[src/rtl/instr_register_pkg.sv]
`default_nettype none
// ============================================================================
// Module      : instr_register_pkg
// Description : Shared types for the instruction register stack and the
//               execution stage behind it. Holds the opcode, operand and
//               instruction-word types, the execution FSM state type, the
//               signed result type and the single-cycle ALU helper.
// Revision    : 1.0  initial release
// ============================================================================
package instr_register_pkg;

    localparam int IR_ADDR_W = 5;
    localparam int IR_OP_W   = 32;
    localparam int IR_RES_W  = 2 * IR_OP_W;

    typedef enum logic [2:0] {
        ZERO  = 3'd0,
        PASSA = 3'd1,
        PASSB = 3'd2,
        ADD   = 3'd3,
        SUB   = 3'd4,
        MULT  = 3'd5,
        DIV   = 3'd6,
        MOD   = 3'd7
    } opcode_t;

    typedef logic signed [IR_OP_W-1:0]  operand_t;
    typedef logic signed [IR_RES_W-1:0] result_t;

    typedef struct packed {
        opcode_t  opc;
        operand_t op_a;
        operand_t op_b;
    } iw_t;

    typedef enum logic [2:0] {
        S_IDLE  = 3'd0,
        S_FETCH = 3'd1,
        S_EXEC  = 3'd2,
        S_DIVW  = 3'd3,
        S_RESP  = 3'd4,
        S_DONE  = 3'd5
    } exec_state_t;

    // DIV and MOD go through the sequential divider; everything else is
    // resolved in a single EXEC cycle.
    function automatic logic is_div_op(input opcode_t opc);
        return (opc == DIV) || (opc == MOD);
    endfunction

    // Single-cycle opcodes. Operands are sign-extended to the result width
    // first so ADD/SUB cannot overflow and MULT yields the full product.
    function automatic result_t exec_single(input opcode_t  opc,
                                            input operand_t a,
                                            input operand_t b);
        result_t ea;
        result_t eb;
        result_t r;
        ea = result_t'(a);
        eb = result_t'(b);
        case (opc)
            PASSA:   r = ea;
            PASSB:   r = eb;
            ADD:     r = ea + eb;
            SUB:     r = ea - eb;
            MULT:    r = ea * eb;
            default: r = '0;
        endcase
        return r;
    endfunction

endpackage : instr_register_pkg
`default_nettype wire

[src/rtl/instr_div_seq.sv]
`default_nettype none
// ============================================================================
// Module      : instr_div_seq
// Description : Sequential signed divider. Restoring division on operand
//               magnitudes, one quotient bit per clock, fixed W-cycle latency
//               from the start pulse to the done pulse. Signs are applied on
//               the way out: quotient truncates toward zero, remainder takes
//               the sign of the dividend.
// Ports       : clk, reset (async, active high)
//               start     - 1-cycle launch pulse, samples dividend/divisor
//               dividend  - signed W-bit numerator
//               divisor   - signed W-bit denominator (must be non-zero)
//               done      - 1-cycle pulse, quotient/remainder valid with it
//               quotient  - signed W+1 bits so MIN/-1 = +2**(W-1) fits
//               remainder - signed W bits
// Revision    : 1.0  initial release
// ============================================================================
module instr_div_seq #(
    parameter int W = 32
) (
    input  logic                clk,
    input  logic                reset,
    input  logic                start,
    input  logic signed [W-1:0] dividend,
    input  logic signed [W-1:0] divisor,
    output logic                done,
    output logic signed [W:0]   quotient,
    output logic signed [W-1:0] remainder
);

    localparam int CNT_W = $clog2(W) + 1;

    logic [W-1:0]     r_quo;
    logic [W-1:0]     r_rem;
    logic [W-1:0]     r_dvs_mag;
    logic             r_q_neg;
    logic             r_r_neg;
    logic             r_run;
    logic [CNT_W-1:0] r_cnt;

    logic [W-1:0]     w_a_mag;
    logic [W-1:0]     w_b_mag;
    logic [2*W-1:0]   w_first_step;
    logic [2*W-1:0]   w_next_step;
    logic [W:0]       w_q_ext;

    // One restoring step: shift the next dividend bit into the partial
    // remainder and subtract the divisor if it fits. Returns {rem, quo}.
    function automatic logic [2*W-1:0] div_step(input logic [W-1:0] rem,
                                                input logic [W-1:0] quo,
                                                input logic [W-1:0] dvs);
        logic [W:0] shifted;
        logic [W:0] trial;
        shifted = {rem, quo[W-1]};
        trial   = shifted - {1'b0, dvs};
        if (trial[W]) begin
            return {shifted[W-1:0], quo[W-2:0], 1'b0};
        end
        return {trial[W-1:0], quo[W-2:0], 1'b1};
    endfunction

    // Two's-complement magnitude; MIN_INT maps to 2**(W-1) as unsigned.
    assign w_a_mag = dividend[W-1] ? (~dividend + 1'b1) : dividend;
    assign w_b_mag = divisor[W-1]  ? (~divisor  + 1'b1) : divisor;

    // The first step is taken in the launch cycle itself so that the final
    // step lands W-1 clocks later and done rises exactly W cycles after start.
    assign w_first_step = div_step('0, w_a_mag, w_b_mag);
    assign w_next_step  = div_step(r_rem, r_quo, r_dvs_mag);

    always_ff @(posedge clk or posedge reset) begin
        if (reset) begin
            r_quo     <= '0;
            r_rem     <= '0;
            r_dvs_mag <= '0;
            r_q_neg   <= 1'b0;
            r_r_neg   <= 1'b0;
            r_run     <= 1'b0;
            r_cnt     <= '0;
            done      <= 1'b0;
        end else begin
            done <= 1'b0;
            if (start) begin
                {r_rem, r_quo} <= w_first_step;
                r_dvs_mag      <= w_b_mag;
                r_q_neg        <= dividend[W-1] ^ divisor[W-1];
                r_r_neg        <= dividend[W-1];
                r_cnt          <= CNT_W'(W - 1);
                r_run          <= 1'b1;
            end else if (r_run) begin
                {r_rem, r_quo} <= w_next_step;
                r_cnt          <= r_cnt - CNT_W'(1);
                if (r_cnt == CNT_W'(1)) begin
                    r_run <= 1'b0;
                    done  <= 1'b1;
                end
            end
        end
    end

    // Sign fix-up on the registered magnitudes.
    assign w_q_ext   = {1'b0, r_quo};
    assign quotient  = r_q_neg ? $signed(-w_q_ext) : $signed(w_q_ext);
    assign remainder = r_r_neg ? $signed(-r_rem)   : $signed(r_rem);

endmodule : instr_div_seq
`default_nettype wire

[src/rtl/instr_exec_unit.sv]
`default_nettype none
// ============================================================================
// Module      : instr_exec_unit
// Description : Execution stage behind the instruction register stack. On
//               start it walks read_pointer over a run of locations, captures
//               each instruction word, executes it and hands one result per
//               instruction out over a valid/ready handshake.
// Ports       : clk, reset (async, active high)
//               start/start_addr/count   - run request, sampled in IDLE only
//               read_pointer             - address to the register stack
//               instruction_word         - word at read_pointer (comb.)
//               result/result_opc/result_addr/div_zero - result payload
//               result_valid/result_ready - output handshake
//               busy                     - run in progress
//               done                     - 1-cycle pulse at run completion
// Revision    : 1.0  initial release
// ============================================================================
module instr_exec_unit
    import instr_register_pkg::*;
#(
    parameter int ADDR_W = IR_ADDR_W,
    parameter int OP_W   = IR_OP_W,
    parameter int RES_W  = IR_RES_W
) (
    input  logic                    clk,
    input  logic                    reset,
    input  logic                    start,
    input  logic [ADDR_W-1:0]       start_addr,
    input  logic [ADDR_W:0]         count,
    output logic [ADDR_W-1:0]       read_pointer,
    input  iw_t                     instruction_word,
    output logic signed [RES_W-1:0] result,
    output opcode_t                 result_opc,
    output logic [ADDR_W-1:0]       result_addr,
    output logic                    div_zero,
    output logic                    result_valid,
    input  logic                    result_ready,
    output logic                    busy,
    output logic                    done
);

    exec_state_t               r_state;
    iw_t                       r_iw;
    logic [ADDR_W:0]           r_remaining;

    logic                      w_div_start;
    logic                      w_div_done;
    logic signed [OP_W:0]      w_div_quo;
    logic signed [OP_W-1:0]    w_div_rem;

    // Divider is launched from EXEC only for a real division; a zero divisor
    // is answered directly without ever starting it.
    assign w_div_start = (r_state == S_EXEC) && is_div_op(r_iw.opc) &&
                         (r_iw.op_b != '0);

    instr_div_seq #(
        .W (OP_W)
    ) u_div (
        .clk       (clk),
        .reset     (reset),
        .start     (w_div_start),
        .dividend  (r_iw.op_a),
        .divisor   (r_iw.op_b),
        .done      (w_div_done),
        .quotient  (w_div_quo),
        .remainder (w_div_rem)
    );

    always_ff @(posedge clk or posedge reset) begin
        if (reset) begin
            r_state      <= S_IDLE;
            r_iw         <= '0;
            r_remaining  <= '0;
            read_pointer <= '0;
            result       <= '0;
            result_opc   <= ZERO;
            result_addr  <= '0;
            div_zero     <= 1'b0;
            result_valid <= 1'b0;
            busy         <= 1'b0;
            done         <= 1'b0;
        end else begin
            case (r_state)
                S_IDLE: begin
                    if (start) begin
                        read_pointer <= start_addr;
                        r_remaining  <= count;
                        busy         <= 1'b1;
                        if (count != '0) begin
                            r_state <= S_FETCH;
                        end else begin
                            r_state <= S_DONE;
                            done    <= 1'b1;
                        end
                    end
                end

                S_FETCH: begin
                    r_iw        <= instruction_word;
                    r_remaining <= r_remaining - (ADDR_W+1)'(1);
                    r_state     <= S_EXEC;
                end

                S_EXEC: begin
                    // Payload tags can change here: valid is low until RESP.
                    result_opc  <= r_iw.opc;
                    result_addr <= read_pointer;
                    if (is_div_op(r_iw.opc)) begin
                        if (r_iw.op_b == '0) begin
                            result       <= '0;
                            div_zero     <= 1'b1;
                            result_valid <= 1'b1;
                            r_state      <= S_RESP;
                        end else begin
                            r_state <= S_DIVW;
                        end
                    end else begin
                        result       <= RES_W'(exec_single(r_iw.opc, r_iw.op_a, r_iw.op_b));
                        div_zero     <= 1'b0;
                        result_valid <= 1'b1;
                        r_state      <= S_RESP;
                    end
                end

                S_DIVW: begin
                    if (w_div_done) begin
                        result       <= (r_iw.opc == DIV) ? RES_W'(w_div_quo)
                                                          : RES_W'(w_div_rem);
                        div_zero     <= 1'b0;
                        result_valid <= 1'b1;
                        r_state      <= S_RESP;
                    end
                end

                S_RESP: begin
                    // Payload is frozen until the consumer takes it.
                    if (result_ready) begin
                        result_valid <= 1'b0;
                        read_pointer <= read_pointer + ADDR_W'(1);
                        if (r_remaining != '0) begin
                            r_state <= S_FETCH;
                        end else begin
                            r_state <= S_DONE;
                            done    <= 1'b1;
                        end
                    end
                end

                S_DONE: begin
                    done    <= 1'b0;
                    busy    <= 1'b0;
                    r_state <= S_IDLE;
                end

                default: begin
                    r_state <= S_IDLE;
                end
            endcase
        end
    end

endmodule : instr_exec_unit
`default_nettype wire

[config.mk]
export PLATFORM = sky130hd
export DESIGN_NAME = instr_exec_unit
export DESIGN_NICKNAME = d
export VERILOG_FILES = /design/src/rtl/instr_register_pkg.sv /design/src/rtl/instr_div_seq.sv /design/src/rtl/instr_exec_unit.sv
export SDC_FILE = /design/constraint.sdc
export NUM_CORES = 2
export LEC_CHECK = 0
export CAP_MARGIN = 20
export CELL_PAD_IN_SITES_DETAIL_PLACEMENT = 1
export CELL_PAD_IN_SITES_GLOBAL_PLACEMENT = 1
export CORE_MARGIN = 3
export CORE_UTILIZATION = 55
export CTS_BUF_LIST = sky130_fd_sc_hd__clkbuf_8
export DETAILED_ROUTE_END_ITERATION = 10
export GPL_ROUTABILITY_DRIVEN = 0
export GPL_TIMING_DRIVEN = 1
export PLACE_DENSITY = 0.89
export RECOVER_POWER = 25
export SYNTH_ARGS = -nofsm -noshare
export SYNTH_HDL_FRONTEND = slang
export SYNTH_SLANG_ARGS = --single-unit
[constraint.sdc]
create_clock -name clk -period 14.9 [get_ports clk]
set_clock_uncertainty 0.15 [all_clocks]
set_input_delay 2.98 -clock clk [delete_from_list [all_inputs] [get_ports clk]]
set_output_delay 2.98 -clock clk [all_outputs]
set_load 0.005 [all_outputs]
# [After elaboration in Yosys (flattened, before gate mapping)]
# Index checks and enable logic that the tools add are counted.
[totals] word_cells=133 in_bits=82 regBits=263
[op_classes] bitwise=3 n_eq_ne=19 n_mul=1 n_reduce_logical=22 muxes=56 n_addsub=11
[ops] cell="$mux 64" count=8
[ops] cell="$pmux 64 s5" count=1
[ops] cell="$mux 32" count=7
[ops] cell="$pmux 64 s2" count=1
[ops] cell="$add 32x1->32 const B" count=2
[ops] cell="$mul 32x32->64" count=1
[ops] cell="$not 32->32" count=2
[ops] cell="$add 32x32->33" count=1
[ops] cell="$mux 33" count=1
[ops] cell="$neg 32->33" count=1
[ops] cell="$sub 1x32->33" count=1
[ops] cell="$sub 32x32->33" count=1
[ops] cell="$sub 33x32->33" count=1
[ops] cell="$logic_not 32->1" count=1
[ops] cell="$neg 32->32" count=1
[ops] cell="$reduce_bool 32->1" count=1
[ops] cell="$mux 3" count=7
[ops] cell="$mux 1" count=19
[ops] cell="$eq 3x3->1 const B" count=6
[ops] cell="$mux 6" count=3
[ops] cell="$pmux 3 s5" count=1
[ops] cell="$eq 3x2->1 const B" count=4
[ops] cell="$pmux 6 s2" count=1
[ops] cell="$reduce_bool 6->1" count=2
[ops] cell="21 further kinds" count=38

# [Longest topological paths before layout]
[depth] depth_word=7 mapped_depth=31 mapped_depth_nobuf=28

# [By module]
# Synthesis repeated with hierarchy kept, for this count alone.
[hier_totals] hier_cells=6436 area_unflattened_um2=57015.9
[modules_own_cells] mod="instr_exec_unit" instances=1 cells_each=5222 seq_area_each_um2=3928.8 area_per_inst_um2=47166.5
[modules_own_cells] mod="instr_div_seq" instances=1 cells_each=1214 seq_area_each_um2=2652.5 area_per_inst_um2=9849.4

# [Least setup slack after synthesis]
# No wires, ideal clock.
[synth_path] path_kind="flip-flop to flip-flop" startpoint="reg r_iw[63] (netlist name)" endpoint="reg result[61]" path_stages_with_launch=30 n_path_buf=3 slack_ns=6.584 t_arrival_ns=8.045 required_ns=14.629 synth_period_minus_slack_ns=8.316 path_cell_list="dfrtp_1 > clkbuf_1 > clkbuf_1 > buf_1 > nand2_1 > inv_1 > fa_1 > fa_1 > fa_1 > fa_1 > inv_1 > fa_1 > inv_1 > fa_1 > inv_1 > fa_1 > inv_1 > fa_1 > ha_1 > a21o_1 > a21o_1 > a21oi_1 > nor2b_1 > o21ai_0 > nand2_1 > a31oi_1 > o21ai_0 > xnor2_1 > a21oi_1 > nor2_1"
[synth_via] elab_chain_cells=4 elab_cells_between_ends=6 cone_classes="2 x add/sub; 1 x mul; 3 x mux"
[synth_rtl] item="start: declaration" line_no="instr_exec_unit.sv:43" source="iw_t r_iw;"
[synth_rtl] item="start signal: assignment" line_no="instr_exec_unit.sv:99" source="r_iw <= instruction_word;"
[synth_rtl] item="$mul 32x32->64, or another cell as far along" line_no="instr_register_pkg.sv:66" source="MULT: r = ea * eb;"
[synth_rtl] item="$pmux 64 s5 (*)" line_no="instr_register_pkg.sv:61" source="case (opc)"
[synth_rtl] item="$mux 64 (*)" line_no="instr_exec_unit.sv:108" source="if (is_div_op(r_iw.opc)) begin"
[synth_rtl] item="$pmux 64 s2 (*)" line_no="instr_exec_unit.sv:83" source="case (r_state)"
[synth_rtl] item="end signal: assignment" line_no="instr_exec_unit.sv:118" source="result <= RES_W'(exec_single(r_iw.opc, r_iw.op_a, r_iw.op_b));"
[synth_rtl] item="end signal: assignment" line_no="instr_exec_unit.sv:127" source="result <= (r_iw.opc == DIV) ? RES_W'(w_div_quo)"
[synth_rtl] item="end: declaration" line_no="instr_exec_unit.sv:32" source="output logic signed [RES_W-1:0] result,"
# Mark *: on every way between the ends. The rest lies on a longest branch, timed or not.
# A chain may end at the register's enable or synchronous reset.

# [Worst setup path after layout]
[layout_path] startpoint="reg r_iw[14] (netlist name)" endpoint="reg result[63]"
[layout_via] elab_chain_cells=4 elab_cells_between_ends=9 cone_classes="2 x add/sub; 1 x mul; 1 x eq/ne; 3 x mux; 2 x reduce/logical"
[layout_rtl] item="$mul 32x32->64, or another cell as far along" line_no="instr_register_pkg.sv:66"
[layout_rtl] item="$pmux 64 s5" line_no="instr_register_pkg.sv:61"
[layout_rtl] item="$mux 64" line_no="instr_exec_unit.sv:108"
[layout_rtl] item="$pmux 64 s2" line_no="instr_exec_unit.sv:83"
# Several ways; a longest one is shown, not always the timed one.

==> metrics <==
setup repair bufs after CTS=0; CP max stage cell=dfrtp_2; synth top area cells=fa_1 (39%), dfrtp_1 (12%), inv_1 (7.1%); Crit Path Max Fanout=37; final hold viol count=0; maxcap violations=2; period utilization=73.64%; Synth Register Bits=263; worst hold path stage count=2; P&R area growth vs syn=6.429%; Hold Path Origin=r_iw[54]; endpoint class of the critical path=flip-flop; post-cts gate resize count=0; I/O Buffers=162; EDFF count, synth=0; most frequent cell after synthesis=fa_1; final core occ=59.47%; Worst path max stage delay=1.11 ns; Synth warnings=0; synth unique cells=90; syn_area_per_cell=8.767 um2; Vias/cell=6.635; Final #Nets=7788; synth cell count leaders=fa_1 (1085), inv_1 (1063), nand2_1 (839); Setup violations, final=0; dominant synthesized flop cell=dfrtp_1; Die Wd=325.9 um; vias in the first global route=58597; CP Data Arrival Time=11.43 ns; RSZ-0062 raised after global routing=false; Core ar.=100700 um2; Vias=51266; asr flop ratio synth=100.0%; CTS tree=yes; Clk Latency, worst-skew pair=0.76 ns; # DRC=0; R2R cell count=26; total grt overflow=0; clk buf depth=3; GRT Util Overall=44.99%; crit path buf inv count=5; # IOs=163; # clock sinks=263; Worst Max-Slew Pin Slew=5.297 ns; register area share after synthesis=11.69%; Initial Util=55.88%; Slew headroom=-255.1%; Synth area leader=fa_1; fillers=11820; CP Class=flip-flop to flip-flop; detail-routed net length per standard cell=30.75 um; Post-CTS Hold Fix Bufs=0; initial DRC count=5287; Max Clk Rate=91.14 MHz; r2r startpoint=r_iw[14]; Syn Inst Count=6420; Pre-antenna DRT Iters=8; fin crit period=10.97 ns; Crit path max-delay family=adder cells; CTS H-tree lvls=2; r2r endpoint=result[63]; Detail Placement HPWL=174600 um; pin count of the biggest net entering global routing=157; max-slew violations=121; CTS Buf Count=49; share of cells above drive strength 1=3.929%; Syn Nets=7880; Synth Cell Area=56280 um2; TNS Setup=0 ns; worst hold path type=flip-flop to flip-flop; failing checks=capacitance limit, slew limit; WHS Endpoint=r_iw[54]; WP data required=15.36 ns; status=finished with violations; Reg2Reg Setup Slack=3.93 ns; CTS clk-pin slew, worst paths=0.07 ns; Synth top area share=38.59%; Die Y=325.9 um; clock root cell=clkbuf_8; initial antenna violation count=11; post-route ant nets=0; Routed WL=237600 um; Core Rows=116; CP dominant cell by count=fa_1; worst hold slack=0.3276 ns; first-pass GRT wire length=358500 um; die area=106200 um2; Critical Path Source Type=flip-flop
placed cells by master (no fill, tap or decap), drive strengths merged, types with 101 or more instances in the layout:
cell type     n
fa         1085
inv        1078
nand2       839
and2        457
nor2        342
o21ai       320
ha          293
dfrtp       263
a21oi       235
xnor2       156
buf         101
worst register-to-register path: stages, from the launching register on:
cell and delay (ns):
dfrtp_2 1.11, clkinv_1 0.78, nor2_1 0.81, fa_1 0.63
inv_1 0.26, fa_1 0.52, fa_1 0.84, inv_1 0.31
fa_1 0.56, fa_1 0.53, fa_1 0.52, inv_1 0.06
fa_1 0.50, inv_1 0.08, fa_1 0.41, ha_1 0.42
a21o_1 0.21, a21o_1 0.17, a21oi_1 0.26, nor2b_1 0.09
o21ai_0 0.32, nand2_1 0.18, a31oi_1 0.39, o21ai_0 0.23
xnor2_1 0.25, a21oi_1 0.11, nor2_1 0.14
final cells by class:
| type | count | area (um2) | area share, % |
|---|---|---|---|
| diodes | 7 | 17.52 | 0.02924 |
| clock inverters | 29 | 180.2 | 0.3008 |
| flip-flops and latches | 263 | 6589 | 11.00 |
| inverters | 1069 | 4014 | 6.701 |
| well taps | 1357 | 1698 | 2.834 |
| multi-input cells | 4680 | 44170 | 73.74 |
| clock buffers | 57 | 784.5 | 1.310 |
| repair buffers | 265 | 2449 | 4.088 |
flip-flops by register name (all words and copies together), names as in the netlist, 5 cells and up:
| register | count |
|---|---|
| result_addr | 5 |
| u_div.r_rem | 32 |
| u_div.r_dvs_mag | 32 |
| read_pointer | 5 |
| r_iw | 67 |
| u_div.r_quo | 32 |
| r_remaining | 6 |
| u_div.r_cnt | 6 |
| result | 64 |
logic make-up (layout without fill, tap and decap cells):
family                     Yosys count  in the layout  synth area share (%)
AOI/OAI and AO/OA                 1013           1013                 11.50
xor gates and xnor gates           220            220                 3.423
adders and majority gates         1378           1378                 45.10
buffers and inverters             1477           1420                 9.917
DFF                                263            263                 11.69
muxes                               81             81                 1.467
other                                0              7                     0
and+or+nand+nor                   1988           1988                 16.89
per-stage QoR:
step / instances / cell area, um2 / worst slack [ns]
after floorplan: 6420 / 56280 / 4.530
after global placement: 7629 / 58850 / 5.384
after detailed placement: 7631 / 58880 / 4.635
after CTS: 7717 / 59850 / 4.466
after global routing: 7720 / 59880 / 3.977
final: 7727 / 59900 / 3.928
worst max-delay path by stage:
stage	startpoint	to	slack [ns]	cells after the start
floorplan	reset	busy	4.53	1
global placement	r_iw[9]	result[61]	5.38	25
detailed placement	r_iw[14]	result[63]	4.64	26
CTS	r_iw[14]	result[61]	4.47	26
global route	r_iw[14]	result[61]	3.98	26
finish	r_iw[14]	result[63]	3.93	26
routing by layer:
layer / routed length, um / GRT usage (%)
met1: 75790 / 48.96
met2: 106800 / 70.40
met3: 28010 / 14.67
met4: 26890 / 40.03
met5: 130 / 0
Power is not shown: default switching activity piles up to over one toggle a cycle in this logic, so the estimate is an artifact.
